===== src/rtl/pre_if_pc_reg.sv =====
// Fetch PC register for PRE_IF: selects next PC from the 3-bit select code and holds it under IF back-pressure.
// Latency: a redirect applied while IF is ready shows on PC_o after one edge; a buffered one on the edge IF accepts.
// Back-pressure: IF_Ready=0 freezes PC_o; a redirect arriving during the stall is buffered (A beats B) and never lost.
module pre_if_pc_reg #(
  parameter logic [31:0] RESET_PC = 32'hBFC0_0000,
  parameter int          PC_W     = 32
) (
  input  logic            clk,
  input  logic            resetn,
  input  logic [2:0]      PCSel,
  input  logic [PC_W-1:0] ImmeJump_Target,
  input  logic [PC_W-1:0] Branch_Target,
  input  logic [PC_W-1:0] JR_Target,
  input  logic [PC_W-1:0] EPC_Target,
  input  logic [PC_W-1:0] Except_Target,
  input  logic [PC_W-1:0] MEMPC_Target,
  input  logic            IF_Ready,
  output logic [PC_W-1:0] PC_o,
  output logic            PC_Valid,
  output logic            Redirect_Pending
);

  localparam logic [1:0] S_BOOT = 2'd0;
  localparam logic [1:0] S_RUN  = 2'd1;
  localparam logic [1:0] S_HOLD = 2'd2;

  // Redirect classes: A comes from older instructions and outranks B from EX.
  localparam logic [1:0] C_NONE = 2'd0;
  localparam logic [1:0] C_A    = 2'd1;
  localparam logic [1:0] C_B    = 2'd2;

  logic [1:0]      r_state;
  logic [PC_W-1:0] r_pc;
  logic            r_valid;
  logic            r_pending;
  logic [PC_W-1:0] r_pend_target;
  logic [1:0]      r_pend_class;

  logic [PC_W-1:0] w_sel_target;
  logic [1:0]      w_sel_class;
  logic [PC_W-1:0] w_seq;
  logic            w_new_wins;
  logic [PC_W-1:0] w_win_target;
  logic [1:0]      w_win_class;
  logic [1:0]      w_state_nxt;
  logic [PC_W-1:0] w_pc_nxt;
  logic [PC_W-1:0] w_pend_target_nxt;
  logic [1:0]      w_pend_class_nxt;

  // Decode the select code into a candidate target and its class; 111 behaves as PC4.
  always_comb begin
    w_sel_target = '0;
    w_sel_class  = C_NONE;
    case (PCSel)
      3'b001:  begin w_sel_target = ImmeJump_Target; w_sel_class = C_B; end
      3'b010:  begin w_sel_target = EPC_Target;      w_sel_class = C_A; end
      3'b011:  begin w_sel_target = Except_Target;   w_sel_class = C_A; end
      3'b100:  begin w_sel_target = Branch_Target;   w_sel_class = C_B; end
      3'b101:  begin w_sel_target = JR_Target;       w_sel_class = C_B; end
      3'b110:  begin w_sel_target = MEMPC_Target;    w_sel_class = C_A; end
      default: begin w_sel_target = '0;              w_sel_class = C_NONE; end
    endcase
  end

  assign w_seq = r_pc + PC_W'(4);

  // A new A always wins; a new B wins only over a pending B; PC4 never displaces a pending redirect.
  assign w_new_wins   = (w_sel_class == C_A) || ((w_sel_class == C_B) && (r_pend_class == C_B));
  assign w_win_target = w_new_wins ? w_sel_target : r_pend_target;
  assign w_win_class  = w_new_wins ? w_sel_class  : r_pend_class;

  // Next-state, next-PC and pending-buffer update.
  always_comb begin
    w_state_nxt       = r_state;
    w_pc_nxt          = r_pc;
    w_pend_target_nxt = r_pend_target;
    w_pend_class_nxt  = r_pend_class;
    case (r_state)
      S_BOOT: begin
        w_state_nxt = S_RUN;
      end
      S_RUN: begin
        if (IF_Ready) begin
          w_pc_nxt = (w_sel_class == C_NONE) ? w_seq : w_sel_target;
        end else if (w_sel_class != C_NONE) begin
          w_pend_target_nxt = w_sel_target;
          w_pend_class_nxt  = w_sel_class;
          w_state_nxt       = S_HOLD;
        end
      end
      S_HOLD: begin
        if (IF_Ready) begin
          w_pc_nxt          = w_win_target;
          w_pend_target_nxt = '0;
          w_pend_class_nxt  = C_NONE;
          w_state_nxt       = S_RUN;
        end else begin
          w_pend_target_nxt = w_win_target;
          w_pend_class_nxt  = w_win_class;
        end
      end
      default: begin
        w_state_nxt = S_BOOT;
      end
    endcase
  end

  // State registers; reset may land at any time, including mid-stall.
  always_ff @(posedge clk or negedge resetn) begin
    if (!resetn) begin
      r_state       <= S_BOOT;
      r_pc          <= RESET_PC[PC_W-1:0];
      r_valid       <= 1'b0;
      r_pending     <= 1'b0;
      r_pend_target <= '0;
      r_pend_class  <= C_NONE;
    end else begin
      r_state       <= w_state_nxt;
      r_pc          <= w_pc_nxt;
      r_valid       <= r_valid | (r_state == S_BOOT);
      r_pending     <= (w_state_nxt == S_HOLD);
      r_pend_target <= w_pend_target_nxt;
      r_pend_class  <= w_pend_class_nxt;
    end
  end

  assign PC_o             = r_pc;
  assign PC_Valid         = r_valid;
  assign Redirect_Pending = r_pending;

  // Once fetching, the select code must be known and never the illegal 111 encoding.
  a_pcsel_known: assert property (@(posedge clk) disable iff (!resetn)
    r_valid |-> !$isunknown(PCSel));
  a_pcsel_legal: assert property (@(posedge clk) disable iff (!resetn)
    r_valid |-> (PCSel != 3'b111));

endmodule


===== config.mk =====
export PLATFORM = sky130hd
export DESIGN_NAME = pre_if_pc_reg
export DESIGN_NICKNAME = d
export VERILOG_FILES = /design/src/rtl/pre_if_pc_reg.sv
export SDC_FILE = /design/constraint.sdc
export NUM_CORES = 1
export LEC_CHECK = 0
export CORE_MARGIN = 10
export CORE_UTILIZATION = 45
export CTS_BUF_LIST = sky130_fd_sc_hd__clkbuf_8
export DETAILED_ROUTE_END_ITERATION = 16
export GPL_TIMING_DRIVEN = 0
export PLACE_DENSITY = 0.89
export SYNTH_ARGS = -nofsm -noshare
export SYNTH_HDL_FRONTEND = slang
export SYNTH_SLANG_ARGS = --single-unit

===== constraint.sdc =====
create_clock -name clk -period 2.6 [get_ports clk]
set_input_delay 0.26 -clock clk [delete_from_list [all_inputs] [get_ports clk]]
set_output_delay 0.26 -clock clk [all_outputs]
set_load 0.02 [all_outputs]

==> results of run 1 <==
==> worst max-delay path: cells and delay by family (launching register included) <==
family	cells	cell delay, ns
buffers and inverters	4	1.17
DFF	1	0.38
adders and majority gates	1	0.19
AOI/OAI and AO/OA	3	0.72
==> per-stage QoR <==
| stage | TNS [ns] | power [uW] |
|---|---|---|
| 2_1_floorplan | 0 | 4090 |
| 3_3_place_gp | -63.39 | 5510 |
| 3_5_place_dp | -2.83 | 5600 |
| 4_1_cts | 0 | 6620 |
| 5_1_grt | -0.0831 | 7040 |
| 6_report | 0 | 6690 |
==> synthesized netlist by cell type, types with 3 or more instances <==
cell,number
o21ai_2,11
o21a_1,3
dfstp_2,9
o2bb2ai_1,6
buf_4,9
and2_1,4
o21ai_0,54
dfrtp_1,61
ha_1,5
a22o_1,10
a221o_1,10
inv_1,11
a21oi_1,35
and3_1,6
o22ai_1,6
clkbuf_1,18
buf_2,25
mux2i_1,30
nand2_1,65
a22oi_1,11
nor3b_1,3
a31oi_1,6
nand4_1,6
a221oi_1,23
o21ai_1,21
buf_6,3
nand3_1,13
mux2_2,29
a21o_1,10
nand3b_1,5
or2_2,4
nor3_1,9
nor2_1,42
nor2b_1,8
or3_1,3
a2bb2oi_1,11
a211oi_1,15
nor4_1,3
o221ai_1,5
and4_1,3
o211ai_1,4
==> state kept, by name, indices dropped and copies added (netlist names) <==
signal	cells
PC_Valid	1
PC_o	32
Redirect_Pending	1
r_pend_class	2
r_pend_target	32
r_state	2
==> cell families (layout without fill, tap and decap cells) <==
kind of cell | after synthesis | after routing
AOI/OAI and AO/OA | 260 | 260
and+or+nand+nor | 190 | 190
DFF | 70 | 70
buffers and inverters | 66 | 310
muxes | 60 | 60
adders and majority gates | 5 | 5
other | 0 | 4
==> per-layer routing <==
metal	global-route usage (%)	routed length (um)	up-vias
met5	0	0	-
met2	46.1	11900	468
met4	14.2	1160	0
li1	-	-	2980
met3	7.74	2760	75
met1	32.2	9430	3140
==> layout make-up <==
type / instances / area [sq um] / area share, %
multi-input combinational: 515 / 3480 / 41.9
timing repair buffer: 229 / 2290 / 27.5
sequential: 70 / 1760 / 21.2
buffer: 55 / 298 / 3.58
tap: 168 / 210 / 2.53
clock buffer: 11 / 151 / 1.82
clock inverter: 4 / 71.3 / 0.857
inverter: 11 / 41.3 / 0.496
antenna: 4 / 10.0 / 0.120
==> timing repair <==
item                                    in CTS  in global routing
setup buffers                                0                  0
endpoints found under the setup margin      19                 16
resized for setup                            2                  5
==> worst paths after layout <==
path / to / slack (ns) / cells past startpoint
hold / removal: PC_Valid / -0.03 / 1
hold reg to reg: r_pend_target[8] / 0.48 / 2
setup / recovery: PC_o[6] / 0.06 / 8
setup reg to reg: PC_o[6] / 0.06 / 8
max in group asynchronous: r_pend_target[7] / 2.01 / 1
min in group clk: r_pend_target[10] / 0.36 / 2
==> report_power, final <==
part | total, uW | switching, uW | internal, uW
combinational | 3530 | 1970 | 1550
sequential | 2150 | 507 | 1640
clock | 1010 | 427 | 584
total | 6690 | 2910 | 3780
==> results.md, run 1 <==
- Syn Inst Count: 651
- CTS sink count: 70
- CP startpoint: r_state[0]
- Root Buffer: clkbuf_8
- Worst setup EP type: flip-flop
- Via density: 6.24
- Synth top area share: 27.4%
- Arr. time, crit path: 2.83 ns
- DR DRC count: 0
- Worst EP required: 2.89 ns
- Area grow syn2layout: 49.1%
- PwrDens: 804 nW/um^2
- Slew @ Worst Pin: 0.876 ns
- Filler instances: 966
- Worst Setup Slack, final: 0.0613 ns
- Complex-gate fraction of the synthesized area: 32.5%
- Die X: 131 um
- Endpoints failing setup: 0
- Dpl ws: -0.220 ns
- Post-route cell area: 8320 sq um
- Final WL: 25.2 mm
- Core footprint: 12100 sq um
- Async set or reset register ratio after synthesis: 100%
- Top_reg_cell synth: dfrtp_1
- VDD IR max: 0.400 mV
- Worst min path class: in2async
- Yosys cell types: 68
- Multiplexer share of the synthesized area: 11.4%
- Yosys reg bits: 70
- TritonRoute pass-1 iters: 5
- CTS tree: yes
- Worst R2R Start: r_state[0]
- CP peak stage delay: 0.47 ns
- Final period utilization: 97.6%
- Outcome: complete, but fails checks
- Most common cell on crit path: clkbuf_1
- Number of global-route vias before repair: 6718
- Most frequent cells in the layout: 228 x clkdlybuf4s50_1, 65 x nand2_1, 61 x dfrtp_1
- Cell breakdown of the critical path: inv_1 -> ha_1 -> clkbuf_1 -> o21ai_1 -> clkbuf_2 -> clkbuf_1 -> a21oi_1 -> o2bb2ai_1
- Sequential fraction of the synthesis area: 31.6%
- Post-Synth Simple-Gate Area: 17.3%
- Syn_nets: 854
- Nets@finish: 1094
- Yosys top cell by area: dfrtp_1
- Gr ovfl total: 0
- Post-Syn Area: 5580 sq um
- Failing checks: negative hold slack
- Routability cong.: 0.978
- Post-Synth XOR/XNOR Area: 0%
- Syn avg cell area: 8.57 sq um
- I/O pin count: 232
- Synth area leaders: dfrtp_1 27%, mux2_2 5.9%, mux2i_1 5.4%
- Std-Cell Rows: 40
- CTS Buffer Depth: 2
- Layout cells sized above 1: 13.9%
- Cts hold-fix bufs: 0
- Fmax: 394 MHz
- Initial core utilization: 46.3%
- Hold Vio Cnt, Final: 14
- Num CTS Buffers: 9
- Die ar.: 17300 sq um
- Ys Warns: 0
- Dpl cells: 1048
- Hold slack: -0.0264 ns
- Worst setup SP type: flip-flop
- Drt wl/cell: 23.6 um
- ANT nets after route: 0
- Critical Path Fanout Max: 10
- RSZ-0062 raised after global routing: yes
- DP Area: 8080 sq um
- Worst Path Class, Setup: reg2reg
- Clock-pin slew on the worst setup and hold paths: 0.08 ns
- H-tree depth: 3
- Slew HR: 41.6%
- Combinational family with the most area after synthesis: compound AO/OA/AOI/OAI gates
- Largest net degree at the start of global routing: 71
- Util after Layout: 69.0%
- I/O Buffers: 229
- Min Tclk post-route: 2.54 ns
- Global-route wire length before repair: 38.5 mm
- Die Ht: 131 um
- Total GRT Usage: 27.8%
- Slowest CP cell: clkbuf_1
- Skew final: 0.0119 ns
- Post-synth EDFFs: 0
- HPWL after DPL: 20.4 mm
- Antenna violations before repair: 4
- Lkg Pwr: 0.00336 uW
- Maxcap violations: 0
- Commonest non-fill, non-tap cell in the layout: clkdlybuf4s50_1
- Layout Cells excl Fill: 1067
- Initial DRC count: 855
- DR vias: 6663
- Clk Latency, worst-skew pair: 0.37 ns
- Adder-cell share of the synthesized area: 1.12%
- Max-slew violations: 0
No activity file was read; power rests on OpenSTA's default activity.
==> run 2, diff against run 1 <==
--- a/config.mk
+++ b/config.mk
@@ -5,6 +5,7 @@
 export SDC_FILE = /design/constraint.sdc
 export NUM_CORES = 1
 export LEC_CHECK = 0
+export CAP_MARGIN = 20
 export CORE_MARGIN = 10
 export CORE_UTILIZATION = 45
 export CTS_BUF_LIST = sky130_fd_sc_hd__clkbuf_8
==> results of run 2 <==
No change in the layout: final DEF, timing and power equal those of run 1.
==> run 3, diff against run 2 <==
--- a/config.mk
+++ b/config.mk
@@ -6,7 +6,7 @@
 export NUM_CORES = 1
 export LEC_CHECK = 0
 export CAP_MARGIN = 20
-export CORE_MARGIN = 10
+export CORE_MARGIN = 2
 export CORE_UTILIZATION = 45
 export CTS_BUF_LIST = sky130_fd_sc_hd__clkbuf_8
 export DETAILED_ROUTE_END_ITERATION = 16
==> run 3 against run 2 <==
Against the previous run:
- the run now ends clean
- combinational power is essentially flat
- cell area down 0.36%
- global-route usage up 6.5 points
- clock-buffer cell count is 2 lower
- register-to-register slack better by 0.03 ns
- sequential share of layout area up 0.077 points
- worst setup slack worse by 0.0049 ns
- sequential cell count did not move
- critical path type is now in2reg
- largest power group unchanged
- highest routed layer unchanged
==> results.md, run 3 (synthesis results as in run 1) <==
- ANT nets after route: 0 (unchanged)
- Critical Path Fanout Max: 10 (unchanged)
- Core footprint: 12100 sq um (unchanged)
- I/O Buffers: 229 (unchanged)
- RSZ-0062 raised after global routing: no
- H-tree depth: 3 (unchanged)
- I/O pin count: 232 (unchanged)
- Initial DRC count: 742 (-13%)
- Min Tclk post-route: 2.54 ns (+0.00494 ns)
- Die ar.: 13300 sq um (-23%)
- Largest net degree at the start of global routing: 71 (unchanged)
- Area of the multi-input gates: 3480 sq um (unchanged)
- TritonRoute pass-1 iters: 6 (+1)
- Reg power frac: 32.5% (+0.3 points)
- Number of global-route vias before repair: 6311 (-6.1%)
- Commonest non-fill, non-tap cell in the layout: clkdlybuf4s50_1
- Post-CTS Setup Bufs: 0 (unchanged)
- Nets@finish: 1094 (unchanged)
- Layout Cells excl Fill: 1065 (-0.19%)
- Die X: 115 um (-12%)
- CTS sink count: 70 (unchanged)
- Total GRT Usage: 34.4% (+6.5 points)
- Cts hold-fix bufs: 0 (unchanged)
- Filler instances: 982 (+1.7%)
- Pwr Total: 6580 uW (-1.7%)
- Fmax: 393 MHz (-0.19%)
- Outcome: completed
- CTS Buffer Depth: 2 (unchanged)
- Clock share of power: 14.1% (-1.0 points)
- Most frequent cells in the layout: 228 x clkdlybuf4s50_1, 65 x nand2_1, 61 x dfrtp_1
- Skew final: 0.0141 ns (+0.00226 ns)
- Sw Ratio: 44.5% (+1.0 points)
- Clk Latency, worst-skew pair: 0.37 ns (about the same)
- Via density: 6.19 (-0.89%)
- Slew @ Worst Pin: 0.874 ns (-0.00233 ns)
- DR DRC count: 0 (unchanged)
- Worst setup EP type: flip-flop
- Clock-pin slew on the worst setup and hold paths: 0.08 ns (about the same)
- Die Ht: 115 um (-12%)
- Worst Path Class, Setup: in2reg
- Routability cong.: 0.988 (+0.98%)
- Gr ovfl total: 0 (unchanged)
- Cell breakdown of the critical path: clkdlybuf4s50_1 -> buf_2 -> nor2b_1 -> buf_2 -> a221oi_1 -> o21ai_0 -> mux2i_1 -> o31a_1 -> o21ai_0
- Hold slack: 0.00186 ns (+0.0283 ns)
- Reg area: 1760 sq um (unchanged)
- Root Buffer: clkbuf_8
- Final WL: 22.7 mm (-9.8%)
- Final period utilization: 97.8% (+0.19 points)
- Antenna violations before repair: 1 (-3)
- Worst EP required: 2.87 ns (-0.02 ns)
- Layout cells sized above 1: 14.0% (+0.096 points)
- CP peak stage delay: 0.55 ns (+0.08 ns)
- VDD IR max: 0.425 mV (+6.1%)
- DP Area: 8080 sq um (unchanged)
- Worst setup SP type: input pin
- Initial core utilization: 46.3% (unchanged)
- Slew HR: 41.7% (+0.15 points)
- Area grow syn2layout: 48.6%
- Hold Vio Cnt, Final: 0 (-14)
- Max-slew violations: 0 (unchanged)
- PwrDens: 793 nW/um^2 (-1.3%)
- CP startpoint: PCSel[2]
- CTS tree: yes
- Slowest CP cell: clkdlybuf4s50_1
- Dpl cells: 1048 (unchanged)
- Worst min path class: in2async
- Arr. time, crit path: 2.82 ns (about the same)
- Post-route cell area: 8290 sq um (-0.36%)
- Combinational group share of total power: 53.3% (+0.6 points)
- Num CTS Buffers: 9 (unchanged)
- Worst R2R Start: r_state[0]
- Drt wl/cell: 21.4 um (-9.7%)
- DR vias: 6591 (-1.1%)
- Global-route wire length before repair: 34.7 mm (-9.8%)
- Endpoints failing setup: 0 (unchanged)
- HPWL after DPL: 18.0 mm (-12%)
- Psw: 2920 uW (+0.67%)
- Lkg Pwr: 0.00334 uW (-0.44%)
- Power Internal: 3650 uW (-3.5%)
- Maxcap violations: 0 (unchanged)
- Std-Cell Rows: 40 (unchanged)
## run 3: final timing paths
check | depth (start not counted) | slack [ns] | end
worst min-delay path | 1 | 0.002 | r_pend_target[15]
worst min register to register | 1 | 0.48 | PC_Valid
worst max-delay path | 9 | 0.06 | PC_o[22]
worst max register to register | 8 | 0.09 | PC_o[14]
max in group asynchronous | 1 | 2.03 | r_pend_target[28]
min in group clk | 2 | 0.31 | r_pend_target[10]
## run 3: critical path: cells and delay by family
kind / cells / cell delay, ns
compound gates: 4 / 1.01
buf+inv: 3 / 1.07
mux: 1 / 0.27
simple gates: 1 / 0.19
## run 3: repair_timing
item | CTS | global route
hold endpoints to repair | 0 | 0
resized for setup | 1 | 3
setup endpoints to repair | 1 | 6
## run 3: power groups by stage
stage | sequential, uW | combinational (uW) | clock [uW]
global placement | 2110 | 3370 | 0
global route | 2190 | 3760 | 981
CTS | 2110 | 3450 | 931
detailed placement | 2130 | 3430 | 0
floorplan | 2320 | 1770 | 0
finish | 2140 | 3510 | 930
## run 3: layout make-up
type / instances / share of cell area, %
Inverter: 11 / 0.498
Timing Repair Buffer: 229 / 27.6
Sequential cell: 70 / 21.3
Clock buffer: 9 / 1.49
Clock inverter: 7 / 0.936
Tap cell: 168 / 2.54
Antenna cell: 1 / 0.0302
Multi-Input combinational cell: 515 / 42.0
Buffer: 55 / 3.58
## run 3: routing by layer
metal	wire length [um]	vias up	global-route usage, %
met4	997	0	16.5
met5	0	-	0
met3	2350	63	6.64
met2	10800	467	55.7
met1	8620	3082	44.1
li1	-	2979	-
## run 3: through the flow
stage                     utilization (%)  setup slack, ns  setup TNS [ns]
after floorplan                         -            0.634               0
after global placement               67.0            -1.04          -66.62
after detailed placement             67.0           -0.213          -0.857
after CTS                            68.7            0.146               0
after global routing                 68.7           0.0113               0
final                                68.7           0.0564               0
